--- src/rtl/ipd_scheduler.sv ---
// ipd_scheduler: sample-tick scheduler and handshake for an IPD datapath.
// Ports: clk, rst (sync, active-high), run, adc_valid/adc_data, ref_in,
//   salida <- datapath result; Pot/Ref/en -> datapath; duty/duty_valid,
//   busy, overrun (sticky) status. Optional: IPD_CLAMP_EN clamps
//   negative results to 0.
module ipd_scheduler #(
    parameter int cant_bits = 16,
    parameter int PERIOD    = 1000,
    parameter int LATENCY   = 15
) (
    input  logic                 clk,
    input  logic                 rst,
    input  logic                 run,
    input  logic                 adc_valid,
    input  logic [cant_bits-1:0] adc_data,
    input  logic [cant_bits-1:0] ref_in,
    input  logic [cant_bits-1:0] salida,
    output logic [cant_bits-1:0] Pot,
    output logic [cant_bits-1:0] Ref,
    output logic                 en,
    output logic [cant_bits-1:0] duty,
    output logic                 duty_valid,
    output logic                 busy,
    output logic                 overrun
);

    localparam int TW = (PERIOD > 1) ? $clog2(PERIOD) : 1;
    localparam int LW = (LATENCY > 1) ? $clog2(LATENCY + 1) : 1;

    typedef enum logic [2:0] {
        IDLE,
        WAIT_ADC,
        START,
        COMPUTE,
        LATCH
    } state_t;

    state_t          state;
    logic [TW-1:0]   tick_cnt;
    logic [LW-1:0]   lat_cnt;
    logic            tick;
    logic [cant_bits-1:0] duty_nxt;

    assign tick = run && (tick_cnt == TW'(PERIOD - 1));

`ifdef IPD_CLAMP_EN
    // Negative (signed Q8.8) results are clamped to zero duty.
    assign duty_nxt = salida[cant_bits-1] ? '0 : salida;
`else
    assign duty_nxt = salida;
`endif

    // Free-running sample timebase; parked at 0 while run is low.
    always_ff @(posedge clk) begin
        if (rst) begin
            tick_cnt <= '0;
        end else if (!run) begin
            tick_cnt <= '0;
        end else if (tick_cnt == TW'(PERIOD - 1)) begin
            tick_cnt <= '0;
        end else begin
            tick_cnt <= tick_cnt + 1'b1;
        end
    end

    // en and duty_valid are registered so each is high exactly during
    // the START and LATCH cycles respectively. duty is loaded on the
    // edge entering LATCH so it is valid together with duty_valid.
    always_ff @(posedge clk) begin
        if (rst) begin
            state      <= IDLE;
            lat_cnt    <= '0;
            Pot        <= '0;
            Ref        <= '0;
            duty       <= '0;
            en         <= 1'b0;
            duty_valid <= 1'b0;
            busy       <= 1'b0;
            overrun    <= 1'b0;
        end else begin
            en         <= 1'b0;
            duty_valid <= 1'b0;

            // A tick outside IDLE is dropped; only the flag records it.
            if (tick && state != IDLE) begin
                overrun <= 1'b1;
            end

            unique case (state)
                IDLE: begin
                    if (tick) begin
                        state <= WAIT_ADC;
                        busy  <= 1'b1;
                    end
                end
                WAIT_ADC: begin
                    if (adc_valid) begin
                        Pot   <= adc_data;
                        Ref   <= ref_in;
                        en    <= 1'b1;
                        state <= START;
                    end
                end
                START: begin
                    lat_cnt <= '0;
                    state   <= COMPUTE;
                end
                COMPUTE: begin
                    if (lat_cnt == LW'(LATENCY - 1)) begin
                        duty       <= duty_nxt;
                        duty_valid <= 1'b1;
                        state      <= LATCH;
                    end else begin
                        lat_cnt <= lat_cnt + 1'b1;
                    end
                end
                LATCH: begin
                    busy  <= 1'b0;
                    state <= IDLE;
                end
                default: begin
                    busy  <= 1'b0;
                    state <= IDLE;
                end
            endcase
        end
    end

endmodule
--- config.mk ---
export PLATFORM = sky130hd
export DESIGN_NAME = ipd_scheduler
export DESIGN_NICKNAME = d
export VERILOG_FILES = /design/src/rtl/ipd_scheduler.sv
export SDC_FILE = /design/constraint.sdc
export NUM_CORES = 1
export LEC_CHECK = 0
export ABC_AREA = 1
export CORE_MARGIN = 4
export CORE_UTILIZATION = 43
export DETAILED_ROUTE_END_ITERATION = 8
export GPL_TIMING_DRIVEN = 0
export HOLD_SLACK_MARGIN = 0.15
export MAX_ROUTING_LAYER = met4
export PLACE_DENSITY_LB_ADDON = 0.3
export SYNTH_ARGS = -nofsm -noshare
export SYNTH_HDL_FRONTEND = slang
export SYNTH_SLANG_ARGS = --single-unit
--- constraint.sdc ---
create_clock -name clk -period 1.7 [get_ports clk]
set_input_delay 0.34 -clock clk [delete_from_list [all_inputs] [get_ports clk]]
set_output_delay 0.34 -clock clk [all_outputs]
set_load 0.01 [all_outputs]
# Word-level counts from Yosys, hierarchy flattened
# Index checks and enable logic that the tools add are counted.
dict set report classes {
  addsub 2
  n_eq_ne 9
  n_mux 10
  n_bitwise 4
  reduce_logical 14
}
# op n
set ops {}
lappend ops {{$pmux 3 s4} 1}
lappend ops {{$add 10x1->10 const B} 1}
lappend ops {{$eq 10x10->1 const B} 1}
lappend ops {{$mux 3} 3}
lappend ops {{$ne 2x2->1 const B} 4}
lappend ops {{$pmux 4 s2} 1}
lappend ops {{$reduce_and 2->1} 4}
lappend ops {{$eq 3x2->1 const B} 2}
lappend ops {{$reduce_or 3->1} 2}
lappend ops {{$add 4x1->4 const B} 1}
lappend ops {{$eq 4x4->1 const B} 1}
lappend ops {{$mux 4} 1}
lappend ops {{$not 1->1} 4}
lappend ops {{$reduce_or 2->1} 2}
lappend ops {{$eq 3x1->1 const B} 1}
lappend ops {{$logic_not 3->1} 1}
lappend ops {{$mux 1} 3}
lappend ops {{$reduce_and 3->1} 1}
lappend ops {{$reduce_bool 3->1} 1}
lappend ops {{$logic_and 1x1->1} 2}
lappend ops {{$pmux 1 s2} 1}
lappend ops {{$reduce_bool 2->1} 1}
dict set report word_totals {
  reg_bits 69
  input_bits 52
  output_inout_bits 52
}

# Depth between registers and ports, before layout
# Gate-level depths: netlist (run 1).
dict set report depth {
  depth_word 4
  ltp_mapped 9
  depth_no_buf 9
}

# Worst setup path after synthesis (run 1)
# OpenSTA, ideal clock, no wires.
dict set report synth_path {
  path_type {flip-flop to flip-flop}
  start {register lat_cnt[0]}
  end {register lat_cnt[1]}
  setup_ps 127
  arrival_ps 1222
  required_ps 1573
  path_slack_ps 351
  stages_incl_launch_ff 9
  n_path_buf 0
  period_less_slack_ps 1349
  cell_sequence {dfxtp_1 inv_1 ha_1 nand3_1 nor2_8 a21oi_4 o21ai_0 o21ai_0 nor2_1}
}
dict set report synth_between {
  elab_chain_len 3
}
# item line_no
set synth_rtl {}
lappend synth_rtl {{start: declaration} 40} ;# logic [LW-1:0] lat_cnt;
lappend synth_rtl {{start signal: assignment} 114} ;# lat_cnt <= lat_cnt + 1'b1;
lappend synth_rtl {{$add 4x1->4 or $eq 4x4->1 (tied branches)} {114, 109}}
lappend synth_rtl {{$mux 4 or $ne 2x2->1 (tied branches)} n/a}
lappend synth_rtl {{$pmux 4 s2 or $reduce_and 2->1 (tied branches)} n/a}
# Several ways; a longest one is shown, not always the timed one. The select of a mux whose other input is x is not followed.
# A chain may end at the register's enable or synchronous reset.

# Worst setup path in the final report (run 1)
dict set report layout_path {
  start {register busy}
  end {output busy}
}
# item line_no
set layout_rtl {}
lappend layout_rtl {{start: declaration} 23} ;# output logic busy,
lappend layout_rtl {{start signal: assignment} 78} ;# busy <= 1'b0;
lappend layout_rtl {{start signal: assignment} 93} ;# busy <= 1'b1;
lappend layout_rtl {{start signal: assignment} 118} ;# busy <= 1'b0;
# No word-level cell between the ends.

==> results.yml, run 1 <==
cts:
  cts_sinks: 69
  worst_skew_pair.late_latency_ps: 330
  clock_tree.root_cell: "sky130_fd_sc_hd__clkbuf_8"
  h-tree-depth: 3
  cts_hold_buffers: 0
  tritoncts: "done"
  clk_transition_reported_paths_ps: 70
  cts_max_path_buffers: 2
  tritoncts.num_buffers: 9
  cts_resized: 0
  post-cts-setup-buffer-count: 0
routing:
  initial_drt_markers: 84
  drt.antenna.violating_nets: 0
  remaining_drc_errors: 0
  route.final.wire_length_um: 6720
  route.vias.total: 2517
  drt-pass1-iter-count: 4
  drt-vias-per-instance: 4.70
  routedWlPerCell_um: 12.5
placement:
  dp_worst_setup_slack_ps: 56.6
  finalWeightedCongestion: 0.802
  place_area_sq_um: 3760
  numPlacedInstances: 520
  numPortBuffers: 102
  detailedPlacementHpwl_um: 5010
cells_and_area:
  utilization: 0.659
  final_cells: 536
  layout_commonest_cell: "sky130_fd_sc_hd__nor2_1"
  layout.cells.most_common_list: "sky130_fd_sc_hd__nor2_1 (119), sky130_fd_sc_hd__clkdlybuf4s50_1 (102), sky130_fd_sc_hd__dfxtp_1 (69)"
  layout-drive-gt1-share: 0.0607
  syn2layout_area_growth_pct: 48.7
  fin_area_sq_um: 3930
  antenna-diode-count: 0
  num-nets-final: 511
timing:
  timing_worst_slew_pin_value_ps: 421
  fmax_mhz: 637
  max_slew_margin: 0.719
  finalWorstSetupSlack_ps: 130
  rsz0062_at_grt: "no"
  timing.clock.skew_ps: 2.75
  period_minus_slack_ps: 1570
  final_min_period_over_clock_period: 0.923
  setup_violations: 0
  final-max-slew-violation-count: 0
  setup-tns-final_ps: 0
  hold_slack_ps: 384
  hold_viol: 0
critical_path:
  crit_path_top_delay_cell: "sky130_fd_sc_hd__clkdlybuf4s50_1"
  cpPeakStageDelay_ps: 540
  timing.critical_path.arrival_ps: 1230
  crit_fanout: 2
  critical_path_endpoint_category: "primary output"
  startpoint_type: "flop"
  crit_family: "buffers and inverters"
  series_of_cell_instances_along_the_critical_path: "clkdlybuf4s50_1"
  setup.worst_path.class: "reg -> out"
  worstPathBufferInverterCount: 1
  crit_required_ps: 1360
global_routing:
  vias_in_the_first_global_route: 2428
  number_of_antenna_violations_at_the_first_check_in_global_routing: 0
  grt_first_pass_wirelength_um: 10900
  grtUsageTotal: 0.189
  overflow: 0
  maximum_number_of_pins_on_one_net_before_global_route_repair: 11
floorplan:
  coreArea_sq_um: 5960
  std_cell_rows: 28
  chipHeight_um: 86.4
  die_width_um: 86.4
  starting_density: 0.443
  floorplan.io_pins: 104
  design.die.area_sq_um: 7460
min_path:
  worstHoldPathType: "in -> reg"
status:
  result_of_the_run: "finished, final reports clean"
power_and_ir_drop:
  power_per_cell_area_nw_per_um2: 752
  vdd.ir_drop.worst_uv: 443
  fin_total_pwr_mw: 2.95
  p_leak_nw: 1.53
synth:
  synth_area_sq_um: 2640
  synth_seq_cells: 69
  ys_warnings: 0
  syn_area_per_cell_sq_um: 7.70
  synthCells: 343
  yosys.cell_types.count: 25
  net_count_synth: 398
  yosysSeqAreaShare: 0.523
flow_run:
  cap_violations: 0
final cells by class:
| class | instances | area, sq um |
|---|---|---|
| flip-flops and latches | 69 | 1380 |
| clock inverters | 1 | 5.00 |
| fillers | 569 | 2030 |
| repair buffers | 102 | 1020 |
| inverters | 20 | 75.1 |
| clock buffers | 15 | 166 |
| well taps | 75 | 93.8 |
| multi-input cells | 240 | 1100 |
| plain buffers | 14 | 86.3 |
cells by family after synthesis:
| family | synth area share |
|---|---|
| compound gates | 0.128 |
| xor+xnor | 0.00332 |
| fa+ha+maj | 0.0142 |
| buf+inv | 0.0611 |
| flops | 0.523 |
| simple gates | 0.270 |
report_power, final:
| part | switching (mW) | total (mW) | internal, mW |
|---|---|---|---|
| clock | 0.556 | 1.17 | 0.610 |
| sequential | 0.00217 | 1.62 | 1.62 |
| combinational | 0.0519 | 0.165 | 0.113 |
| total | 0.610 | 2.95 | 2.34 |
routing by layer:
metal  wire length [um]  GRT usage  up-vias
li1                   -          -     1319
met1               3000      0.223     1106
met2               3080      0.297       79
met3                484     0.0523       13
met4                155     0.0921        0
met5                  0          -        -
worst paths after layout:
| check | start | end | slack [ps] | cells after the start |
|---|---|---|---|---|
| min | rst | overrun | 380 | 2 |
| max | busy | busy | 130 | 1 |
| min reg2reg | tick_cnt[0] | tick_cnt[0] | 470 | 1 |
| max reg2reg | lat_cnt[0] | lat_cnt[1] | 190 | 8 |
synthesized netlist by cell type:
cell type                    n  area share
sky130_fd_sc_hd__a21oi_1     9       0.017
sky130_fd_sc_hd__a21oi_4     1      0.0062
sky130_fd_sc_hd__a31oi_1     1      0.0024
sky130_fd_sc_hd__buf_2       2      0.0038
sky130_fd_sc_hd__buf_6       4       0.017
sky130_fd_sc_hd__clkbuf_1    7      0.0099
sky130_fd_sc_hd__clkbuf_2    1      0.0019
sky130_fd_sc_hd__dfxtp_1    69        0.52
sky130_fd_sc_hd__ha_1        3       0.014
sky130_fd_sc_hd__inv_1      17       0.024
sky130_fd_sc_hd__inv_2       3      0.0043
sky130_fd_sc_hd__nand2_1    29       0.041
sky130_fd_sc_hd__nand2_4     1      0.0043
sky130_fd_sc_hd__nand3_1    10       0.019
sky130_fd_sc_hd__nand3_2     1      0.0038
sky130_fd_sc_hd__nand3b_1    1      0.0028
sky130_fd_sc_hd__nand4_1     2      0.0047
sky130_fd_sc_hd__nor2_1    119        0.17
sky130_fd_sc_hd__nor2_4      1      0.0043
sky130_fd_sc_hd__nor2_8      1      0.0076
sky130_fd_sc_hd__nor3_1      3      0.0057
sky130_fd_sc_hd__nor3b_1     2      0.0057
sky130_fd_sc_hd__o21ai_0    54        0.10
sky130_fd_sc_hd__or2_2       1      0.0024
sky130_fd_sc_hd__xor2_1      1      0.0033
registers in the layout, summed over array words and instances (netlist names):
| register | count |
|---|---|
| state | 3 |
| duty_valid | 1 |
| Ref | 16 |
| Pot | 16 |
| busy | 1 |
| lat_cnt | 4 |
| tick_cnt | 10 |
| en | 1 |
| duty | 16 |
| overrun | 1 |
Power figures use the tool's default switching activity.
==> run 2: changes to the inputs <==
CAP_MARGIN = 20   (was default)
CORE_UTILIZATION = 45   (was 43)
clock period = 1.85 ns   (was 1.7 ns; I/O delays follow)
==> results.yml, run 2 (synthesis gave the netlist of run 1 again) <==
cts:
  clk_transition_reported_paths_ps: 70
  worst_skew_pair.late_latency_ps: 330
  cts_sinks: 69
  post-cts-setup-buffer-count: 0
  cts_max_path_buffers: 2
  clock_tree.root_cell: "sky130_fd_sc_hd__clkbuf_8"
  cts_resized: 0
  tritoncts.num_buffers: 9
  tritoncts: "done"
  h-tree-depth: 3
  cts_hold_buffers: 0
timing:
  setup_violations: 0
  max_slew_margin: 0.707
  rsz0062_at_grt: "no"
  hold_viol: 0
  setup-tns-final_ps: 0
  timing_worst_slew_pin_value_ps: 439
  final-max-slew-violation-count: 0
  final_min_period_over_clock_period: 0.879
  fmax_mhz: 615
  period_minus_slack_ps: 1630
  timing.clock.skew_ps: 6.96
floorplan:
  starting_density: 0.471
  coreArea_sq_um: 5610
  floorplan.io_pins: 104
  chipHeight_um: 84.6
  die_width_um: 84.6
  std_cell_rows: 27
  design.die.area_sq_um: 7160
routing:
  drt.antenna.violating_nets: 0
  route.final.wire_length_um: 6670
  drt-vias-per-instance: 4.89
  remaining_drc_errors: 0
  initial_drt_markers: 101
  drt-pass1-iter-count: 4
  route.vias.total: 2609
  routedWlPerCell_um: 12.5
critical_path:
  critical_path_endpoint_category: "primary output"
  startpoint_type: "flop"
  worstReg2RegStart: "lat_cnt[0]"
  crit_path_top_delay_cell: "sky130_fd_sc_hd__clkdlybuf4s50_1"
  crit_required_ps: 1480
  crit_family: "buffers and inverters"
  cpPeakStageDelay_ps: 590
  crit_fanout: 2
  timing.critical_path.arrival_ps: 1260
  crit_path_start: "duty[0]"
  series_of_cell_instances_along_the_critical_path: "clkdlybuf4s50_1"
  worstPathBufferInverterCount: 1
  setup.worst_path.class: "reg -> out"
cells_and_area:
  layout.filler_cells: 479
  layout.cells.most_common_list: "sky130_fd_sc_hd__nor2_1 (119), sky130_fd_sc_hd__clkdlybuf4s50_1 (102), sky130_fd_sc_hd__dfxtp_1 (69)"
  largest_registers: "Pot x16, Ref x16, duty x16"
  num-nets-final: 511
  syn2layout_area_growth_pct: 49.4
  layout_commonest_cell: "sky130_fd_sc_hd__nor2_1"
  fin_area_sq_um: 3950
  layout-drive-gt1-share: 0.0651
  antenna-diode-count: 0
global_routing:
  grtUsageMet1: 0.237
  grtUsageTotal: 0.203
  grt_first_pass_wirelength_um: 11300
  vias_in_the_first_global_route: 2545
  overflow: 0
  grt_busiest_layer: "met2"
  maximum_number_of_pins_on_one_net_before_global_route_repair: 12
  number_of_antenna_violations_at_the_first_check_in_global_routing: 0
  use_met2: 0.317
  met3_global_route_usage: 0.0618
power_and_ir_drop:
  netSwitchingPower_mw: 0.586
  power_frac_comb: 0.054
  intPower_mw: 2.25
  sequentialPowerShare: 0.525
  p_leak_nw: 1.54
  p_sw_frac: 0.207
  vdd.ir_drop.worst_uv: 479
  share_of_total_power_in_the_clock_network: 0.421
  power_per_cell_area_nw_per_um2: 718
placement:
  detailedPlacementHpwl_um: 5010
  finalWeightedCongestion: 0.819
  place_area_sq_um: 3750
  numPortBuffers: 102
min_path:
  worstHoldPathType: "in -> reg"
  holdCritStartpoint: "rst"
flow_run:
  cap_violations: 0
status:
  result_of_the_run: "finished, final reports clean"
[run 2: through the flow]
| step | hold slack (ps) | setup WS [ps] | instances | util | power, mW |
|---|---|---|---|---|---|
| 3_3_place_gp | 445 | 183 | 517 | 0.669 | 1.67 |
| 6_report | 424 | 224 | 533 | 0.703 | 2.83 |
| 4_1_cts | 401 | 211 | 533 | 0.703 | 2.87 |
| 5_1_grt | 422 | 156 | 533 | 0.703 | 2.97 |
| 3_5_place_dp | 461 | 137 | 517 | 0.669 | 1.67 |
| 2_1_floorplan | 430 | 501 | 343 | - | 1.56 |
[run 2: final cells by class]
class                      count  area (sq um)  area share
timing repair buffer         102          1020       0.259
sequential                    69          1380       0.350
clock buffer                  12           145      0.0368
tap                           72          90.1      0.0228
buffer                        14          86.3      0.0219
clock inverter                 4          47.5      0.0121
inverter                      20          75.1      0.0190
multi-input combinational    240          1100       0.278
[run 2: worst paths after layout]
| kind | to | slack (ps) | cells after the start |
|---|---|---|---|
| hold reg to reg | tick_cnt[0] | 470 | 1 |
| setup / recovery | duty[0] | 220 | 1 |
| setup reg to reg | duty[14] | 350 | 8 |
| hold / removal | lat_cnt[1] | 420 | 2 |
[run 2: metal layers]
layer,share of wire,routed length [um],vias to the layer above
met2,0.47,3150,90
met3,0.065,433,12
met1,0.44,2920,1178
met4,0.024,161,0
li1,-,-,1329
met5,0,0,-
[run 2: power by group through the flow]
stage	registers [mW]	logic [mW]	clock network, mW
2_1_floorplan	1.52	0.0355	0
3_3_place_gp	1.52	0.150	0
3_5_place_dp	1.52	0.152	0
4_1_cts	1.49	0.153	1.23
5_1_grt	1.49	0.168	1.31
6_report	1.49	0.152	1.19
==> edit 1: new RTL, flow settings as in run 1 <==
Build with the macro `IPD_CLAMP_EN` defined.
--- a/src/rtl/ipd_scheduler.sv
+++ b/src/rtl/ipd_scheduler.sv
@@ -3,6 +3,8 @@
 //   salida <- datapath result; Pot/Ref/en -> datapath; duty/duty_valid,
 //   busy, overrun (sticky) status. Optional: IPD_CLAMP_EN clamps
 //   negative results to 0.
+`define IPD_CLAMP_EN
+
 module ipd_scheduler #(
     parameter int cant_bits = 16,
     parameter int PERIOD    = 1000,
Check against the original RTL: same outputs for any inputs over 10 cycles, from zero or initial values and one cycle with rst high; that may be too few to reach the edited logic, so the function may still have changed.
==> edit 1 against run 1 <==
Power increased by 13%; synthesized cell count shrank 0.87%; cell count fell by 0.56%; maximum frequency is 0.53% higher; sequential share of layout area is 1.3 points lower; setup slack gained 0.0082 ns; register-to-register slack got worse by 0.02 ns; first-iteration DRC count up 48%; sequential cell count shrank 1; design area rose by 2.2%; area after synthesis increased by 1.0%; core utilization up 1.5 points; routed wire length down 3.1%.
==> edit 1: results (changes against run 1) <==
| Metric | Value |
|---|---|
| Largest net degree at the start of global routing | `12 (+1)` |
| Dpl cells | `517 (-0.58%)` |
| TritonRoute pass-1 iters | `4 (unchanged)` |
| Via-per-instance ratio | `4.82 (+2.6%)` |
| Vias in the first global route | `2406 (-0.91%)` |
| LEAKAGE | `1.53 nW (-0.24%)` |
| Worst reg2reg setup slack | `0.17 ns (-0.02 ns)` |
| Biggest regs | `Pot (16), Ref (16), duty (15)` |
| Cells on Worst Hold Path | `2 (unchanged)` |
| Syn Nets | `395 (-0.75%)` |
| Clock Skew | `0.0102 ns (+0.00746 ns)` |
| Post-synth ARST share | `0 (unchanged)` |
| Critical Path AT | `1.22 ns` |
| First-pass GRT wire length | `10.6 mm (-2.6%)` |
| Hold slack | `0.469 ns (+0.0850 ns)` |
| Syn avg cell area | `7.85 um2 (+1.9%)` |
| Tot GR Track Use | `0.180 (-0.00877)` |
| Slowest CP cell | `clkdlybuf4s50_1` |
| Detailed Route WL | `6.51 mm (-3.1%)` |
| CP max FO | `2 (unchanged)` |
| Clock buffer depth | `2 (unchanged)` |
| Hold endpoint | `busy` |
| Worst-path clk slew | `0.07 ns (about the same)` |
| Post-Place Worst Slack | `-0.142 ns (-0.199 ns)` |
| Initial antenna violation count | `0 (unchanged)` |
| Share of cells above drive strength 1 | `0.0895 (+0.0288)` |
| Post-synth top cells | `nor2_1, dfxtp_1, nand2_1` |
| Min Tclk post-route | `1.56 ns (-0.00824 ns)` |
| RR Endpoint | `duty[13]` |
| Fill cells | `519 (-8.8%)` |
| FF-to-FF path depth | `8 (unchanged)` |
| DR iter-0 viols | `124 (+48%)` |
| Status | `complete, no violations` |
| DP Wirelength | `4.91 mm (-2.0%)` |
| Largest cells by area after synthesis | `dfxtp_1, nor2_1, o21ai_0, nand2_1, nand3_1` |
| Cts bufs inserted | `9 (unchanged)` |
| Non-Filler Instances | `533 (-0.56%)` |
| Type of the tightest min-delay check | `register to register` |
| Distinct cells, synth | `32 (+28%)` |
| NumNets Final | `508 (-0.59%)` |
| Worst VDD drop | `589 uV (+33%)` |
| Placer congestion estimate | `0.844 (+5.3%)` |
| Share of the yosys chip area belonging to registers | `0.510 (-0.0129)` |
| Min-Delay Startpoint | `busy` |
edit 1: cell count changes in the layout (fill, tap and decap cells not counted), sizes merged, moves of 2 or more:
cell / run 1 / this run
nor2: 121 / 90
nand3: 11 / 28
nand2: 30 / 41
clkbuf: 23 / 19
o21ai: 54 / 50
bufinv: 0 / 3
a21oi: 10 / 8
edit 1: worst max path at each step:
| stage | startpoint | endpoint | cells after the start |
|---|---|---|---|
| floorplan | lat_cnt[0] | duty[10] | 8 |
| detailed placement | rst | Pot[10] | 5 |
| finish | Pot[13] | Pot[13] | 1 |
| global route | rst | lat_cnt[0] | 5 |
| CTS | duty[13] | duty[13] | 1 |
| global placement | rst | tick_cnt[3] | 4 |
edit 1: final cells by class:
class | instances | area, um2 | area share
sequential | 68 | 1360 | 0.339
multi-input combinational | 236 | 1150 | 0.286
timing repair buffer | 102 | 1020 | 0.254
clock buffer | 11 | 131 | 0.0327
clock inverter | 5 | 100 | 0.0249
tap | 75 | 93.8 | 0.0234
buffer | 15 | 80.1 | 0.0199
inverter | 21 | 78.8 | 0.0196
edit 1: through the flow:
step | power (mW) | utilization | area [um2]
after floorplan | 1.68 | - | 2670
after global placement | 1.82 | 0.635 | 3780
final | 3.33 | 0.674 | 4020
after CTS | 3.37 | 0.674 | 4020
after global routing | 3.45 | 0.674 | 4020
after detailed placement | 1.82 | 0.635 | 3780
edit 1: kinds of logic after synthesis:
| logic type | share of synthesized area |
|---|---|
| simple gates | 0.277 |
| flops | 0.510 |
| compound gates | 0.128 |
| buf+inv | 0.0595 |
| xor+xnor | 0.00985 |
| fa+ha+maj | 0.0141 |
| other cells | 0.00141 |
edit 1: layer usage:
metal  routed length [um]  track usage  up-vias
li1                     -            -     1327
met1                 2810        0.218     1152
met2                 3130        0.293       80
met4                   65       0.0595        0
met3                  512       0.0447        8
met5                    0            -        -
edit 1: power breakdown:
| group | switching (mW) | leakage [nW] | internal (mW) |
|---|---|---|---|
| Clock | 0.576 | 0.117 | 0.971 |
| Combinational | 0.0671 | 0.861 | 0.119 |
| Sequential | 0.00217 | 0.548 | 1.59 |
==> edit 2: new RTL, settings of run 1 <==
Made on the original files. Register the output `Ref` once more, without a reset; this adds one clock of latency there. The other outputs are not delayed to match.
--- a/src/rtl/ipd_scheduler.sv
+++ b/src/rtl/ipd_scheduler.sv
@@ -35,6 +35,8 @@
         LATCH
     } state_t;
 
+    logic [cant_bits-1:0] Ref_s0;
+
     state_t          state;
     logic [TW-1:0]   tick_cnt;
     logic [LW-1:0]   lat_cnt;
@@ -71,7 +73,7 @@
             state      <= IDLE;
             lat_cnt    <= '0;
             Pot        <= '0;
-            Ref        <= '0;
+            Ref_s0     <= '0;
             duty       <= '0;
             en         <= 1'b0;
             duty_valid <= 1'b0;
@@ -96,7 +98,7 @@
                 WAIT_ADC: begin
                     if (adc_valid) begin
                         Pot   <= adc_data;
-                        Ref   <= ref_in;
+                        Ref_s0 <= ref_in;
                         en    <= 1'b1;
                         state <= START;
                     end
@@ -126,4 +128,8 @@
         end
     end
 
+    always_ff @(posedge clk) begin
+        Ref <= Ref_s0;
+    end
+
 endmodule
Behaviour: same outputs for any inputs over 10 cycles, from zero or initial values and one cycle with rst high; that may be too few to reach the edited logic, so the function may still have changed.
==> edit 2 against run 1 <==
Design area rose by 8.3%; sequential cell count rose by 16; worst hold slack got worse by 0.080 ns; area after synthesis rose by 10%; core utilization fell by 0.060 points; power rose by 28%; critical path type unchanged; setup slack got worse by 0.037 ns; routed wire length rose by 5.9%.
==> edit 2: results (changes against run 1) <==
| Metric | Value |
|---|---|
| Status | `complete, no violations` |
| Worst VDD drop | `600 uV (+35%)` |
| CP max stage delay | `0.57 ns (+0.03 ns)` |
| Post-DP Area | `4020 um2 (+7.1%)` |
| Clock latency on the worst-skew pair | `0.35 ns (+0.02 ns)` |
| Largest net degree at the start of global routing | `16 (+5)` |
| Share of the yosys chip area belonging to registers | `0.585 (+0.0625)` |
| Fill cells | `524 (-7.9%)` |
| Share of cells above drive strength 1 | `0.0768 (+0.0160)` |
| DP Wirelength | `5.25 mm (+4.6%)` |
| Avg WL per Cell | `13.0 um (+4.0%)` |
| Routed via count | `2605 (+3.5%)` |
| LEAKAGE | `1.65 nW (+8.1%)` |
| Initial antenna violation count | `0 (unchanged)` |
| Net Sw Power | `0.790 mW (+30%)` |
| Vias in the first global route | `2432 (+0.16%)` |
| Syn Nets | `406 (+2.0%)` |
| Clock Skew | `0.00913 ns (+0.00637 ns)` |
| First-pass GRT wire length | `11.9 mm (+10%)` |
| Syn avg cell area | `8.28 um2 (+7.5%)` |
| Tot GR Track Use | `0.187 (-0.00203)` |
| Placer congestion estimate | `0.872 (+8.8%)` |
| Post-synth top cells | `nor2_1, dfxtp_1, o21ai_0` |
| Dpl cells | `530 (+1.9%)` |
| Met2 routed WL | `3.31 mm (+7.5%)` |
| Met1 WL | `3.27 mm (+9.0%)` |
| Worst-path clk slew | `0.09 ns (+0.02 ns)` |
| Distinct cells, synth | `28 (+12%)` |
| DR WL met3 | `455 um (-6.0%)` |
| Via-per-instance ratio | `4.77 (+1.6%)` |
-- edit 2: cell types whose count changed after synthesis, moves of 5 or more --
cell	before	now
dfxtp_1	69	85
o21ai_1	0	12
inv_1	17	10
nand2_1	29	24
o21ai_0	54	42
-- edit 2: per-layer routing --
layer / vias up / GRT usage
met5: - / -
met4: 0 / 0.0702
met3: 6 / 0.0384
met2: 91 / 0.297
met1: 1162 / 0.236
li1: 1346 / -
-- edit 2: cell families after synthesis --
family,synth area share
adder cells (fa/ha/maj),0.0129
AND/OR/NAND/NOR,0.241
buffers and inverters,0.0431
XOR/XNOR,0.00301
flip-flops,0.585
AO/OA/AOI/OAI,0.115
-- edit 2: power groups by stage --
stage | clock network [mW] | logic, mW | registers [mW]
2_1_floorplan | 0 | 0.0399 | 2.04
3_5_place_dp | 0 | 0.171 | 2.04
5_1_grt | 1.71 | 0.188 | 1.99
4_1_cts | 1.64 | 0.173 | 1.99
6_report | 1.61 | 0.172 | 1.99
3_3_place_gp | 0 | 0.169 | 2.04
-- edit 2: worst paths after layout --
path              startpoint  endpoint  slack (ns)  cells after the start
setup / recovery      Pot[0]    Pot[0]        0.09                      1
hold / removal           rst  state[2]        0.30                      2
setup reg to reg  lat_cnt[0]  duty[15]        0.20                      8
hold reg to reg   Ref_s0[10]   Ref[10]        0.35                      0
-- edit 2: area by class of cell --
cell class	count	area, um2	area share
Buffer	14	62.6	0.0147
Clock buffer	10	138	0.0323
Clock inverter	6	93.8	0.0221
Inverter	16	62.6	0.0147
Multi-Input combinational cell	236	1080	0.254
Sequential cell	85	1700	0.400
Tap cell	77	96.3	0.0226
Timing Repair Buffer	102	1020	0.240
-- edit 2: through the flow --
| stage | power, mW | worst slack (ns) |
|---|---|---|
| floorplan | 2.08 | 0.394 |
| global placement | 2.21 | 0.0111 |
| detailed placement | 2.21 | 0.00177 |
| CTS | 3.81 | 0.0841 |
| global route | 3.89 | 0.0182 |
| finish | 3.78 | 0.0930 |
